[src/rtl/calculate_median_9_pkg.sv]
`default_nettype none
// ============================================================================
// Module   : calculate_median_9_pkg
// Purpose  : Shared constants for the 3x3 median datapath. DEFAULT_DATA_WIDTH
//            is the sample width used by default; LATENCY is the number of
//            clock edges from window capture to the median register, which
//            the filter top uses to delay its valid/sync strobes.
// Revision : 1.0 - initial release
// ============================================================================
package calculate_median_9_pkg;

    localparam int DEFAULT_DATA_WIDTH = 8;
    localparam int LATENCY            = 3;

    typedef logic [DEFAULT_DATA_WIDTH-1:0] pixel_t;

endpackage : calculate_median_9_pkg
`default_nettype wire

[src/rtl/calculate_median_9_sort3.sv]
`default_nettype none
// ============================================================================
// Module   : calculate_median_9_sort3
// Purpose  : Combinational ascending sorter for three unsigned samples, built
//            from three compare-exchange cells.
// Ports    : i_a, i_b, i_c   samples to sort (any order)
//            o_lo, o_mid, o_hi  sorted result, o_lo <= o_mid <= o_hi
// Revision : 1.0 - initial release
// ============================================================================
module calculate_median_9_sort3 #(
    parameter int DATA_WIDTH = 8
) (
    input  logic [DATA_WIDTH-1:0] i_a,
    input  logic [DATA_WIDTH-1:0] i_b,
    input  logic [DATA_WIDTH-1:0] i_c,
    output logic [DATA_WIDTH-1:0] o_lo,
    output logic [DATA_WIDTH-1:0] o_mid,
    output logic [DATA_WIDTH-1:0] o_hi
);

    logic [DATA_WIDTH-1:0] w_ab_min;
    logic [DATA_WIDTH-1:0] w_ab_max;
    logic [DATA_WIDTH-1:0] w_bc_min;

    // Cell 1: order a and b.
    assign w_ab_min = (i_a < i_b) ? i_a : i_b;
    assign w_ab_max = (i_a < i_b) ? i_b : i_a;

    // Cell 2: larger of (a,b) against c yields the overall maximum.
    assign w_bc_min = (w_ab_max < i_c) ? w_ab_max : i_c;
    assign o_hi     = (w_ab_max < i_c) ? i_c : w_ab_max;

    // Cell 3: the two remaining values give minimum and middle.
    assign o_lo  = (w_ab_min < w_bc_min) ? w_ab_min : w_bc_min;
    assign o_mid = (w_ab_min < w_bc_min) ? w_bc_min : w_ab_min;

endmodule : calculate_median_9_sort3
`default_nettype wire

[src/rtl/calculate_median_9.sv]
`default_nettype none
// ============================================================================
// Module   : calculate_median_9
// Purpose  : Three-stage pipelined exact median of a 3x3 window of unsigned
//            samples. One window accepted and one median produced per clock.
//              stage 1: sort each row -> (lo, mid, hi) per row
//              stage 2: a = max(lo's), b = median(mid's), c = min(hi's)
//              stage 3: median = median(a, b, c)
// Ports    : clk      rising-edge clock
//            rst      synchronous active-high reset, clears all stages
//            p0..p8   window samples, row-major (p0-p2 row 0 ... p6-p8 row 2)
//            median   registered median of the window
// Revision : 1.0 - initial release
// ============================================================================
module calculate_median_9
    import calculate_median_9_pkg::*;
#(
    parameter int DATA_WIDTH = DEFAULT_DATA_WIDTH
) (
    input  logic                  clk,
    input  logic                  rst,
    input  logic [DATA_WIDTH-1:0] p0,
    input  logic [DATA_WIDTH-1:0] p1,
    input  logic [DATA_WIDTH-1:0] p2,
    input  logic [DATA_WIDTH-1:0] p3,
    input  logic [DATA_WIDTH-1:0] p4,
    input  logic [DATA_WIDTH-1:0] p5,
    input  logic [DATA_WIDTH-1:0] p6,
    input  logic [DATA_WIDTH-1:0] p7,
    input  logic [DATA_WIDTH-1:0] p8,
    output logic [DATA_WIDTH-1:0] median
);

    // ------------------------------------------------------------------
    // Stage 1: per-row sort
    // ------------------------------------------------------------------
    logic [DATA_WIDTH-1:0] w_row_in  [3][3];
    logic [DATA_WIDTH-1:0] w_row_lo  [3];
    logic [DATA_WIDTH-1:0] w_row_mid [3];
    logic [DATA_WIDTH-1:0] w_row_hi  [3];
    logic [DATA_WIDTH-1:0] r_row_lo  [3];
    logic [DATA_WIDTH-1:0] r_row_mid [3];
    logic [DATA_WIDTH-1:0] r_row_hi  [3];

    assign w_row_in[0][0] = p0;
    assign w_row_in[0][1] = p1;
    assign w_row_in[0][2] = p2;
    assign w_row_in[1][0] = p3;
    assign w_row_in[1][1] = p4;
    assign w_row_in[1][2] = p5;
    assign w_row_in[2][0] = p6;
    assign w_row_in[2][1] = p7;
    assign w_row_in[2][2] = p8;

    for (genvar g_r = 0; g_r < 3; g_r++) begin : g_row
        calculate_median_9_sort3 #(
            .DATA_WIDTH (DATA_WIDTH)
        ) u_row_sort (
            .i_a   (w_row_in[g_r][0]),
            .i_b   (w_row_in[g_r][1]),
            .i_c   (w_row_in[g_r][2]),
            .o_lo  (w_row_lo[g_r]),
            .o_mid (w_row_mid[g_r]),
            .o_hi  (w_row_hi[g_r])
        );
    end : g_row

    always_ff @(posedge clk) begin
        for (int i = 0; i < 3; i++) begin
            if (rst) begin
                r_row_lo[i]  <= '0;
                r_row_mid[i] <= '0;
                r_row_hi[i]  <= '0;
            end else begin
                r_row_lo[i]  <= w_row_lo[i];
                r_row_mid[i] <= w_row_mid[i];
                r_row_hi[i]  <= w_row_hi[i];
            end
        end
    end

    // ------------------------------------------------------------------
    // Stage 2: column reduction. The largest row-minimum, the median of
    // row-medians and the smallest row-maximum bracket the true median;
    // only one output of each sorter is needed.
    // ------------------------------------------------------------------
    logic [DATA_WIDTH-1:0] w_a;
    logic [DATA_WIDTH-1:0] w_b;
    logic [DATA_WIDTH-1:0] w_c;
    logic [DATA_WIDTH-1:0] w_lo_unused_lo;
    logic [DATA_WIDTH-1:0] w_lo_unused_mid;
    logic [DATA_WIDTH-1:0] w_mid_unused_lo;
    logic [DATA_WIDTH-1:0] w_mid_unused_hi;
    logic [DATA_WIDTH-1:0] w_hi_unused_mid;
    logic [DATA_WIDTH-1:0] w_hi_unused_hi;
    logic [DATA_WIDTH-1:0] r_a;
    logic [DATA_WIDTH-1:0] r_b;
    logic [DATA_WIDTH-1:0] r_c;

    calculate_median_9_sort3 #(
        .DATA_WIDTH (DATA_WIDTH)
    ) u_sort_lo (
        .i_a   (r_row_lo[0]),
        .i_b   (r_row_lo[1]),
        .i_c   (r_row_lo[2]),
        .o_lo  (w_lo_unused_lo),
        .o_mid (w_lo_unused_mid),
        .o_hi  (w_a)
    );

    calculate_median_9_sort3 #(
        .DATA_WIDTH (DATA_WIDTH)
    ) u_sort_mid (
        .i_a   (r_row_mid[0]),
        .i_b   (r_row_mid[1]),
        .i_c   (r_row_mid[2]),
        .o_lo  (w_mid_unused_lo),
        .o_mid (w_b),
        .o_hi  (w_mid_unused_hi)
    );

    calculate_median_9_sort3 #(
        .DATA_WIDTH (DATA_WIDTH)
    ) u_sort_hi (
        .i_a   (r_row_hi[0]),
        .i_b   (r_row_hi[1]),
        .i_c   (r_row_hi[2]),
        .o_lo  (w_c),
        .o_mid (w_hi_unused_mid),
        .o_hi  (w_hi_unused_hi)
    );

    always_ff @(posedge clk) begin
        if (rst) begin
            r_a <= '0;
            r_b <= '0;
            r_c <= '0;
        end else begin
            r_a <= w_a;
            r_b <= w_b;
            r_c <= w_c;
        end
    end

    // ------------------------------------------------------------------
    // Stage 3: final median of the three candidates
    // ------------------------------------------------------------------
    logic [DATA_WIDTH-1:0] w_med;
    logic [DATA_WIDTH-1:0] w_fin_unused_lo;
    logic [DATA_WIDTH-1:0] w_fin_unused_hi;

    calculate_median_9_sort3 #(
        .DATA_WIDTH (DATA_WIDTH)
    ) u_sort_final (
        .i_a   (r_a),
        .i_b   (r_b),
        .i_c   (r_c),
        .o_lo  (w_fin_unused_lo),
        .o_mid (w_med),
        .o_hi  (w_fin_unused_hi)
    );

    always_ff @(posedge clk) begin
        if (rst) begin
            median <= '0;
        end else begin
            median <= w_med;
        end
    end

endmodule : calculate_median_9
`default_nettype wire

[config.mk]
export PLATFORM = sky130hd
export DESIGN_NAME = calculate_median_9
export DESIGN_NICKNAME = d
export VERILOG_FILES = /design/src/rtl/calculate_median_9_pkg.sv /design/src/rtl/calculate_median_9_sort3.sv /design/src/rtl/calculate_median_9.sv
export SDC_FILE = /design/constraint.sdc
export NUM_CORES = 1
export LEC_CHECK = 0
export CAP_MARGIN = 10
export CORE_MARGIN = 10
export CORE_UTILIZATION = 55
export CTS_CLUSTER_DIAMETER = 150
export CTS_CLUSTER_SIZE = 20
export DETAILED_ROUTE_END_ITERATION = 16
export PLACE_DENSITY = 0.79
export SYNTH_ARGS = -nofsm -noshare
export SYNTH_HDL_FRONTEND = slang
export SYNTH_HIERARCHICAL = 1
export SYNTH_SLANG_ARGS = --single-unit
[constraint.sdc]
create_clock -name clk -period 6.2 [get_ports clk]
set_input_delay 1.24 -clock clk [delete_from_list [all_inputs] [get_ports clk]]
set_output_delay 1.24 -clock clk [all_outputs]
set_load 0.02 [all_outputs]
==> metrics.md <==
| Metric | Value |
|---|---|
| P per Cell Area | 465.6 nW/um^2 |
| Cell count after synthesis | 1,084 |
| Critical path capture point | r_row_mid[0][3] |
| Core Rows | 48 |
| I/O Buffers | 81 |
| Bufs on Longest Clock Path | 2 |
| GRT Overall Usage | 18.94% |
| Reg clk slew, reported paths | 0.07 ns |
| Critical path cell sequence | clkdlybuf4s50_1, inv_1, ha_1, a2111oi_4, buf_4, o311ai_4, o21ai_0, ha_1, nand2_1, nor2_1, a211oi_2, nand2_1, a31o_4, mux2i_4, ha_1, a21o_1, a21o_1, a211oi_2, nand3b_1, o21ai_4, buf_12, mux2i_1, nor2b_2 |
| CP max FO | 8 |
| CP Depth | 23 |
| CTS tree | built |
| Launch point of the worst path | p1[1] |
| Util after Layout | 68.69% |
| WL final | 24,210 um |
| Reg2reg start | r_row_hi[1][6] |
| Type of origin of the critical path | input port |
| TritonCTS buffer count | 9 |
| Final setup skew | 0.006123 ns |
| CTS Sinks | 104 |
| Initial core utilization | 56.40% |
| Synthesized area per cell | 9.062 um^2 |
| Lkg Pwr | 5.826 nW |
| CTS H-tree depth | 3 |
| DPL Wire Length | 19,910 um |
| First-pass GRT wire length | 37,540 um |
| Initial drt markers | 394 |
| Outcome | completed |
| Crit path arrival time | 6.30 ns |
| Hold crit path type | register to register |
| Vias in the first global route | 7,746 |
| Io pins | 82 |
| Most used cell, CP | ha_1 |
| NumNets Final | 1,454 |
| WL/cell | 16.47 um |
| Worst hold path stage count | 2 |
| Die W | 153.6 um |
| Hold buffer count at cts | 0 |
| WS Path Type | input port to register |
| DR pass1 iterations | 5 |
| Fmax | 165.9 MHz |
| Max-cap check violation count | 0 |
| # DRC | 0 |
| Clk root buf | clkbuf_16 |
| Diode count | 0 |
| Least-Margin Pin Slew | 1.145 ns |
| Slew Viols, Final | 0 |
| Worst R2R End | r_c[6] |
| Place WS | -0.2432 ns |
| Slew margin rel. | 23.55% |
| ANT nets after route | 0 |
| Gp weighted congestion | 0.9469 |
| Largest net degree at the start of global routing | 58 |
| Layout cells sized above 1 | 19.04% |
| Vias post-DR | 8,003 |
| Initial antenna violation count | 0 |
| CP endpoint kind | register |
| RSZ-0062 raised after global routing | yes |
| GRT Residual Overflow | 0 |
| Slowest CP cell | clkdlybuf4s50_1 |
| Via/cell ratio | 5.444 |
| Top delay family on crit path | compound AO/OA/AOI/OAI gates |
| Area Overhead vs Synth | 21.79% |
| Final Hold Viols | 0 |
| Post-route minimum period | 6.026 ns |
| Synthesis Warnings | 6 |
| Core Area | 17,420 um^2 |
| Required @ worst endpoint | 6.47 ns |
| CP bufs+invs | 4 |
| Area of the mapped netlist | 9823 um^2 |
| Pwr Total | 5.570 mW |
| Final period util | 97.20% |
| Peak VDD IR | 953.1 uV |
| Reg2Reg Depth | 21 |
| Worst hold slack | 0.6634 ns |
| Die area | 23,610 um^2 |
| Mapped Nets | 1,298 |
| Die H | 153.6 um |
| Fin worst setup slack | 0.1737 ns |
| CP peak stage delay | 0.49 ns |
| Reg2Reg Setup Slack | 0.47 ns |
| Clock latency on the worst-skew pair | 0.35 ns |
| Final setup fails | 0 |
cell type report:
class / instances / area [um^2]
Multi-Input combinational cell: 778 / 7037
Clock inverter: 7 / 71.32
Clock buffer: 9 / 225.2
Sequential cell: 104 / 2082
Fill cell: 1347 / 5453
Timing Repair Buffer: 187 / 1667
Inverter: 160 / 600.6
Tap cell: 225 / 281.5
power breakdown:
part | internal [mW] | leakage (nW) | switching (mW) | total (mW)
combinational | 1.99 | 4.82 | 2.06 | 4.05
clock | 0.285 | 0.145 | 0.270 | 0.555
sequential | 0.834 | 0.862 | 0.128 | 0.961
total | 3.11 | 5.83 | 2.46 | 5.57
through the flow:
stage | std cells | TNS, ns | instance area (um^2)
5_1_grt | 1470 | -1.401 | 11960
4_1_cts | 1455 | 0 | 11580
6_report | 1470 | 0 | 11960
3_5_place_dp | 1439 | -8.545 | 11290
2_1_floorplan | 1084 | 0 | 9823
3_3_place_gp | 1439 | -4.485 | 11290
worst min path at each step:
stage | start | end | slack (ns)
floorplan | r_row_lo[2][0] | r_a[0] | 0.56
global placement | r_row_lo[2][7] | r_a[7] | 0.65
detailed placement | r_row_lo[2][0] | r_a[0] | 0.65
CTS | r_row_lo[2][4] | r_a[4] | 0.66
global route | r_row_lo[2][0] | r_a[0] | 0.70
finish | r_row_lo[2][4] | r_a[4] | 0.66
sequential cells by signal, indices dropped and copies added (netlist names):
register / cells
r_c: 8
median: 8
r_b: 8
r_a: 8
r_row_hi: 24
r_row_mid: 24
r_row_lo: 24
worst register-to-register path, cell delays in order (launching register included):
cell and delay [ns]:
dfxtp_1 0.35, inv_1 0.06, ha_1 0.30, and3_1 0.17
o21ai_0 0.42, o311ai_4 0.28, o21ai_0 0.52, ha_1 0.37
nand2_1 0.07, nor2_1 0.04, a211oi_1 0.30, nand2_1 0.13
a31o_1 0.30, mux2i_1 0.29, ha_1 0.31, a21o_1 0.18
a21o_1 0.17, a211oi_1 0.34, nand3b_1 0.15, o21ai_2 0.46
mux2i_1 0.28, nor2b_1 0.16
placed cells by master, fill, tap and decap left out, types with 9 or more instances in the layout:
cell and n:
a211oi_1 10, a21o_1 24, a21oi_1 20, buf_4 97
clkbuf_16 10, clkdlybuf4s50_1 80, dfxtp_1 104, ha_1 139
inv_1 160, mux2_2 20, mux2_4 19, mux2i_1 141
mux2i_4 13, nand2_1 74, nand4_1 20, nor2_1 24
nor2b_1 103, o21a_1 9, o21ai_0 55, o21ai_1 15
o21ai_2 15
routing by layer:
layer / track usage [%] / part of all wire, %
met1: 23.74 / 45
met2: 33.11 / 48
met3: 2.817 / 4.2
met4: 4.723 / 2.0
met5: 0 / 0
timing repair:
action / CTS / global route
setup endpoints to repair: 0 / 63
gates resized for setup: 0 / 63
setup buffers: 0 / 10
endpoints found under the hold margin: 0 / 0
Note: power is estimated with default switching activity, not from simulation.
==> variant 1 (same flow settings) <==
Make the reset (`rst`) asynchronous in 2 clocked blocks. Comments in the files are not updated.
--- a/src/rtl/calculate_median_9.sv
+++ b/src/rtl/calculate_median_9.sv
@@ -132,3 +132,3 @@
 
-    always_ff @(posedge clk) begin
+    always_ff @(posedge clk or posedge rst) begin
         if (rst) begin
@@ -162,3 +162,3 @@
 
-    always_ff @(posedge clk) begin
+    always_ff @(posedge clk or posedge rst) begin
         if (rst) begin
Function: differs if rst is asserted again (counterexample within 4 cycles, from zero or initial values and one cycle with rst high); with rst held inactive, the same outputs for 4 cycles.
==> variant 1 against the unedited design <==
Maximum frequency fell by 0.14%. Setup slack got worse by 0.0085 ns. Area after synthesis fell by 0.19%. Count of clock-buffer cells in the layout rose by 1. Design area fell by 2.2%. Routed wire length fell by 4.7%. Power fell by 5.9%. Sequential cell count did not move. First-iteration DRC count fell by 9.6%. Critical path type unchanged. Highest routed layer unchanged.
==> variant 1: results (changes against the unedited design) <==
biggest regs r_row_hi: 24 flops, r_row_lo: 24 flops, r_row_mid: 24 flops; pin count of the biggest net entering global routing 74 (+28%); CTS resizes 6 (+6); root buf cell clkbuf_16; Total GRT Usage 18.77% (-0.17 points); DR WL met3 857 um (-16%); Crit path max-delay family compound AO/OA/AOI/OAI gates; Max stage delay on crit path 0.48 ns; GP Congestion 0.8842 (-6.6%); Synthesis Warnings 6 (unchanged); met2 Use GR 32.99% (-0.12 points); clock tree buffer depth 2 (unchanged); met3 GRT Util 2.455% (-0.36 points); crit-path max FO 16 (+8); share of layout cells above drive strength 1 18.20% (-0.84 points); initial antenna violation count 0 (unchanged); first-pass GRT wire length 37,490 um (-0.11%); # diodes 0 (unchanged); placed cell areas 0.01118 sq mm (-0.94%); met2 routed WL 11,390 um (-2.9%); Sw Share 43.83% (-0.32 points); DRT iter0 DRCs 356 (-9.6%); H-tree levels 3 (unchanged); Clock Latency Late Sink 0.34 ns; IO buf count 81 (unchanged); drt first pass iters 5 (unchanged); syn_nets 1,264 (-2.6%); Post-CTS Setup Bufs 0 (unchanged); skew final 0.005403 ns (-0.0007201 ns); WL/cell 16.22 um (-1.5%); slowest CP cell clkdlybuf4s50_1; Highest Signal Layer met4; cts bufs inserted 9 (unchanged); detailed-route via count 7,734 (-3.4%); met1 WL 10,520 um (-4.3%); Slew headroom 31.65% (+8.1 points); Peak VDD IR 0.6022 mV (-37%); status completed; M1 GR Usage 23.75% (about the same); CP arrival 6.30 ns (about the same); Pleak 5.813 nW (-0.23%); DP Wirelength 19,110 um (-4.0%); Hold WC Path Type reg -> reg; synth-to-layout area growth 19.35%; final net count 1,407 (-3.2%); Clock transition at path regs 0.07 ns (about the same)
-- variant 1: power by group through the flow --
stage	Clock (W)	Combinational, W	Sequential (W)
5_1_grt	0.000554	0.00410	0.00101
6_report	0.000516	0.00373	0.000995
2_1_floorplan	0	0.00315	0.000982
4_1_cts	0.000523	0.00366	0.000995
3_3_place_gp	0	0.00351	0.00100
3_5_place_dp	0	0.00363	0.00101
-- variant 1: final timing paths --
kind	to	slack, ns	from	depth (start not counted)
min in group asynchronous	r_c[0]	1.46	rst	3
hold reg to reg	r_a[1]	0.51	r_row_lo[2][1]	1
max in group asynchronous	median[2]	4.35	rst	3
hold / removal	r_a[1]	0.51	r_row_lo[2][1]	1
setup reg to reg	median[3]	0.48	r_a[6]	18
setup / recovery	r_row_lo[2][6]	0.17	p7[1]	25
-- variant 1: per-stage QoR --
stage | instances | worst slack, ns | power [W] | TNS (ns) | util (%)
2_1_floorplan | 1050 | 0.2300 | 0.004130 | 0 | -
3_3_place_gp | 1397 | -0.3776 | 0.004514 | -6.384 | 64.42
3_5_place_dp | 1397 | -0.4547 | 0.004637 | -10.37 | 64.42
4_1_cts | 1413 | 0.0008056 | 0.005173 | 0 | 65.98
5_1_grt | 1423 | -0.07646 | 0.005668 | -0.6160 | 67.42
6_report | 1423 | 0.1652 | 0.005244 | 0 | 67.42
-- variant 1: worst reg2reg max path, delay by kind of cell, from the launching register on --
family / cells / cell delay (ns)
AO/OA/AOI/OAI: 9 / 3.18
AND/OR/NAND/NOR: 4 / 0.48
multiplexers: 2 / 0.57
adder cells (fa/ha/maj): 3 / 1.00
flip-flops: 1 / 0.41
-- variant 1: layout make-up --
type,instances,area [sq um]
clock buffer,10,229.0
timing repair buffer,173,1538
tap,225,281.5
multi-input combinational,744,6764
clock inverter,6,42.54
inverter,161,604.3
sequential,104,2242
fill,1330,5655
==> variant 2 (same settings) <==
Without the edit above. The package constant `DEFAULT_DATA_WIDTH` goes from 8 to 10.
--- a/src/rtl/calculate_median_9_pkg.sv
+++ b/src/rtl/calculate_median_9_pkg.sv
@@ -11,3 +11,3 @@
 
-    localparam int DEFAULT_DATA_WIDTH = 8;
+    localparam int DEFAULT_DATA_WIDTH = 10;
     localparam int LATENCY            = 3;
Interface: changed (10 resized); port bits go from 82 to 102. The function was not compared with the original's and may differ.
==> variant 2 against the unedited design <==
The flow now finishes with violations (setup timing). Sequential cell count rose by 26. Worst hold slack got worse by 0.037 ns. Routed wire length increased by 72%. Design area increased by 41%. Area after synthesis up 26%. Sequential power is 29% higher. Setup slack got worse by 0.43 ns. Power is 48% higher. Clock skew is 0.0040 ns higher. Combinational power grew 48%. Critical path depth rose by 1.
==> variant 2: results (changes against the unedited design) <==
status finished with violations; failing checks setup timing; final worst slack -0.2580 ns (-0.4317 ns); r2r setup slk 0.30 ns (-0.17 ns); final net count 2,089 (+44%); biggest regs r_row_hi: 30 flops, r_row_lo: 30 flops, r_row_mid: 30 flops; slowest CP cell clkdlybuf4s50_1; hold path depth 2 (unchanged); Total GRT Usage 24.74% (+5.8 points); TNS Setup -3.526 ns (-3.526 ns); Worst Hold End r_a[3]; DRT iter0 DRCs 1,267 (+220%); Clock transition at path regs 0.06 ns; WL final 41,740 um (+72%); worst hold slack 0.6265 ns (-0.03686 ns); # setup viols final 26 (+26); initial antenna violation count 1 (+1); H-tree levels 4 (+1); Crit path max-delay family compound AO/OA/AOI/OAI gates; DP Wirelength 29,940 um (+50%); placed cell areas 0.01492 sq mm (+32%); Synthesis Warnings 6 (unchanged); skew final 0.01014 ns (+0.004022 ns); crit-path max FO 12 (+4); R2R depth 24 (+14%); worst r2r src r_row_hi[1][4]; drt first pass iters 7 (+2); Hold WC Path Type reg -> reg; Clock Latency Late Sink 0.42 ns (+0.07 ns); vias in the first global route 11,480 (+48%); root buf cell clkbuf_16; pin count of the biggest net entering global routing 75 (+29%); min-delay src r_row_lo[2][3]; GP Congestion 1.034 (+9.2%); Max stage delay on crit path 0.53 ns (+0.04 ns); Worst R2R End r_c[0]; detailed-route via count 12,660 (+58%); Setup Slack @ Placement -0.8653 ns (-0.6220 ns); share of layout cells above drive strength 1 26.23% (+7.2 points); syn_nets 1,798 (+39%); CP arrival 6.79 ns (+0.49 ns); first-pass GRT wire length 58,020 um (+55%); Pleak 8.050 nW (+38%); IO buf count 101 (+25%); clock tree buffer depth 2 (unchanged); cts bufs inserted 17 (+8); Slew @ Worst Pin 1.005 ns (-0.1402 ns); Peak VDD IR 0.4372 mV (-54%)
[variant 2: cell count changes in the layout (fill, tap and decap cells not counted), sizes merged, moves of 26 or more]
cell	before	now
nor2b	104	135
ha	140	180
buf	106	231
inv	164	208
dfxtp	104	130
a21oi	25	111
nor2	24	81
dlymetal6s2s	0	27
nand2	74	113
[variant 2: worst max-delay path by stage]
| stage | startpoint | end | slack [ns] |
|---|---|---|---|
| 6_report | p0[7] | r_row_lo[0][2] | -0.26 |
| 3_3_place_gp | p4[4] | r_row_lo[1][9] | -0.79 |
| 4_1_cts | p7[5] | r_row_lo[2][0] | 0.003 |
| 3_5_place_dp | p4[9] | r_row_lo[1][2] | -0.87 |
| 2_1_floorplan | p4[4] | r_row_lo[1][0] | 0.04 |
| 5_1_grt | p0[7] | r_row_lo[0][0] | -0.36 |
[variant 2: tightest hold or removal path: stages (launching register included)]
cell	delay, ns
dfxtp_1	0.32
mux2_2	0.15
nor2b_1	0.12
[variant 2: layout make-up]
type | count | area [sq um]
inverters | 200 | 750.7
well taps | 280 | 350.3
clock buffers | 17 | 425.4
fillers | 1391 | 5147
multi-input cells | 1134 | 9600
repair buffers | 334 | 2983
clock inverters | 15 | 163.9
flip-flops and latches | 130 | 2603
diodes | 1 | 2.502
[variant 2: where the power goes]
group	switching, W	internal (W)	total, W	leakage (nW)
Sequential	0.000180	0.00106	0.00124	1.08
Clock	0.000432	0.000570	0.00100	0.280
Combinational	0.00319	0.00281	0.00600	6.69
[variant 2: layer usage]
| metal | global-route usage (%) | vias up | part of all wire [%] |
|---|---|---|---|
| met1 | 30.76 | 5907 | 40 |
| li1 | - | 5903 | - |
| met2 | 41.41 | 675 | 47 |
| met5 | 0 | - | 0 |
| met3 | 5.021 | 172 | 7.7 |
| met4 | 9.077 | 0 | 5.2 |
[variant 2: timing repair]
item                                    4_1_cts  5_1_grt
cloned                                        0        5
setup buffers                                 7       26
endpoints found under the setup margin       60       65
pin swaps                                     8       62
resized for setup                            47      190
[variant 2: per-stage QoR]
stage / total power [W] / cells
2_1_floorplan: 0.005568 / 1526
3_3_place_gp: 0.006495 / 2040
3_5_place_dp: 0.006685 / 2040
4_1_cts: 0.007787 / 2079
5_1_grt: 0.008836 / 2110
6_report: 0.008242 / 2111
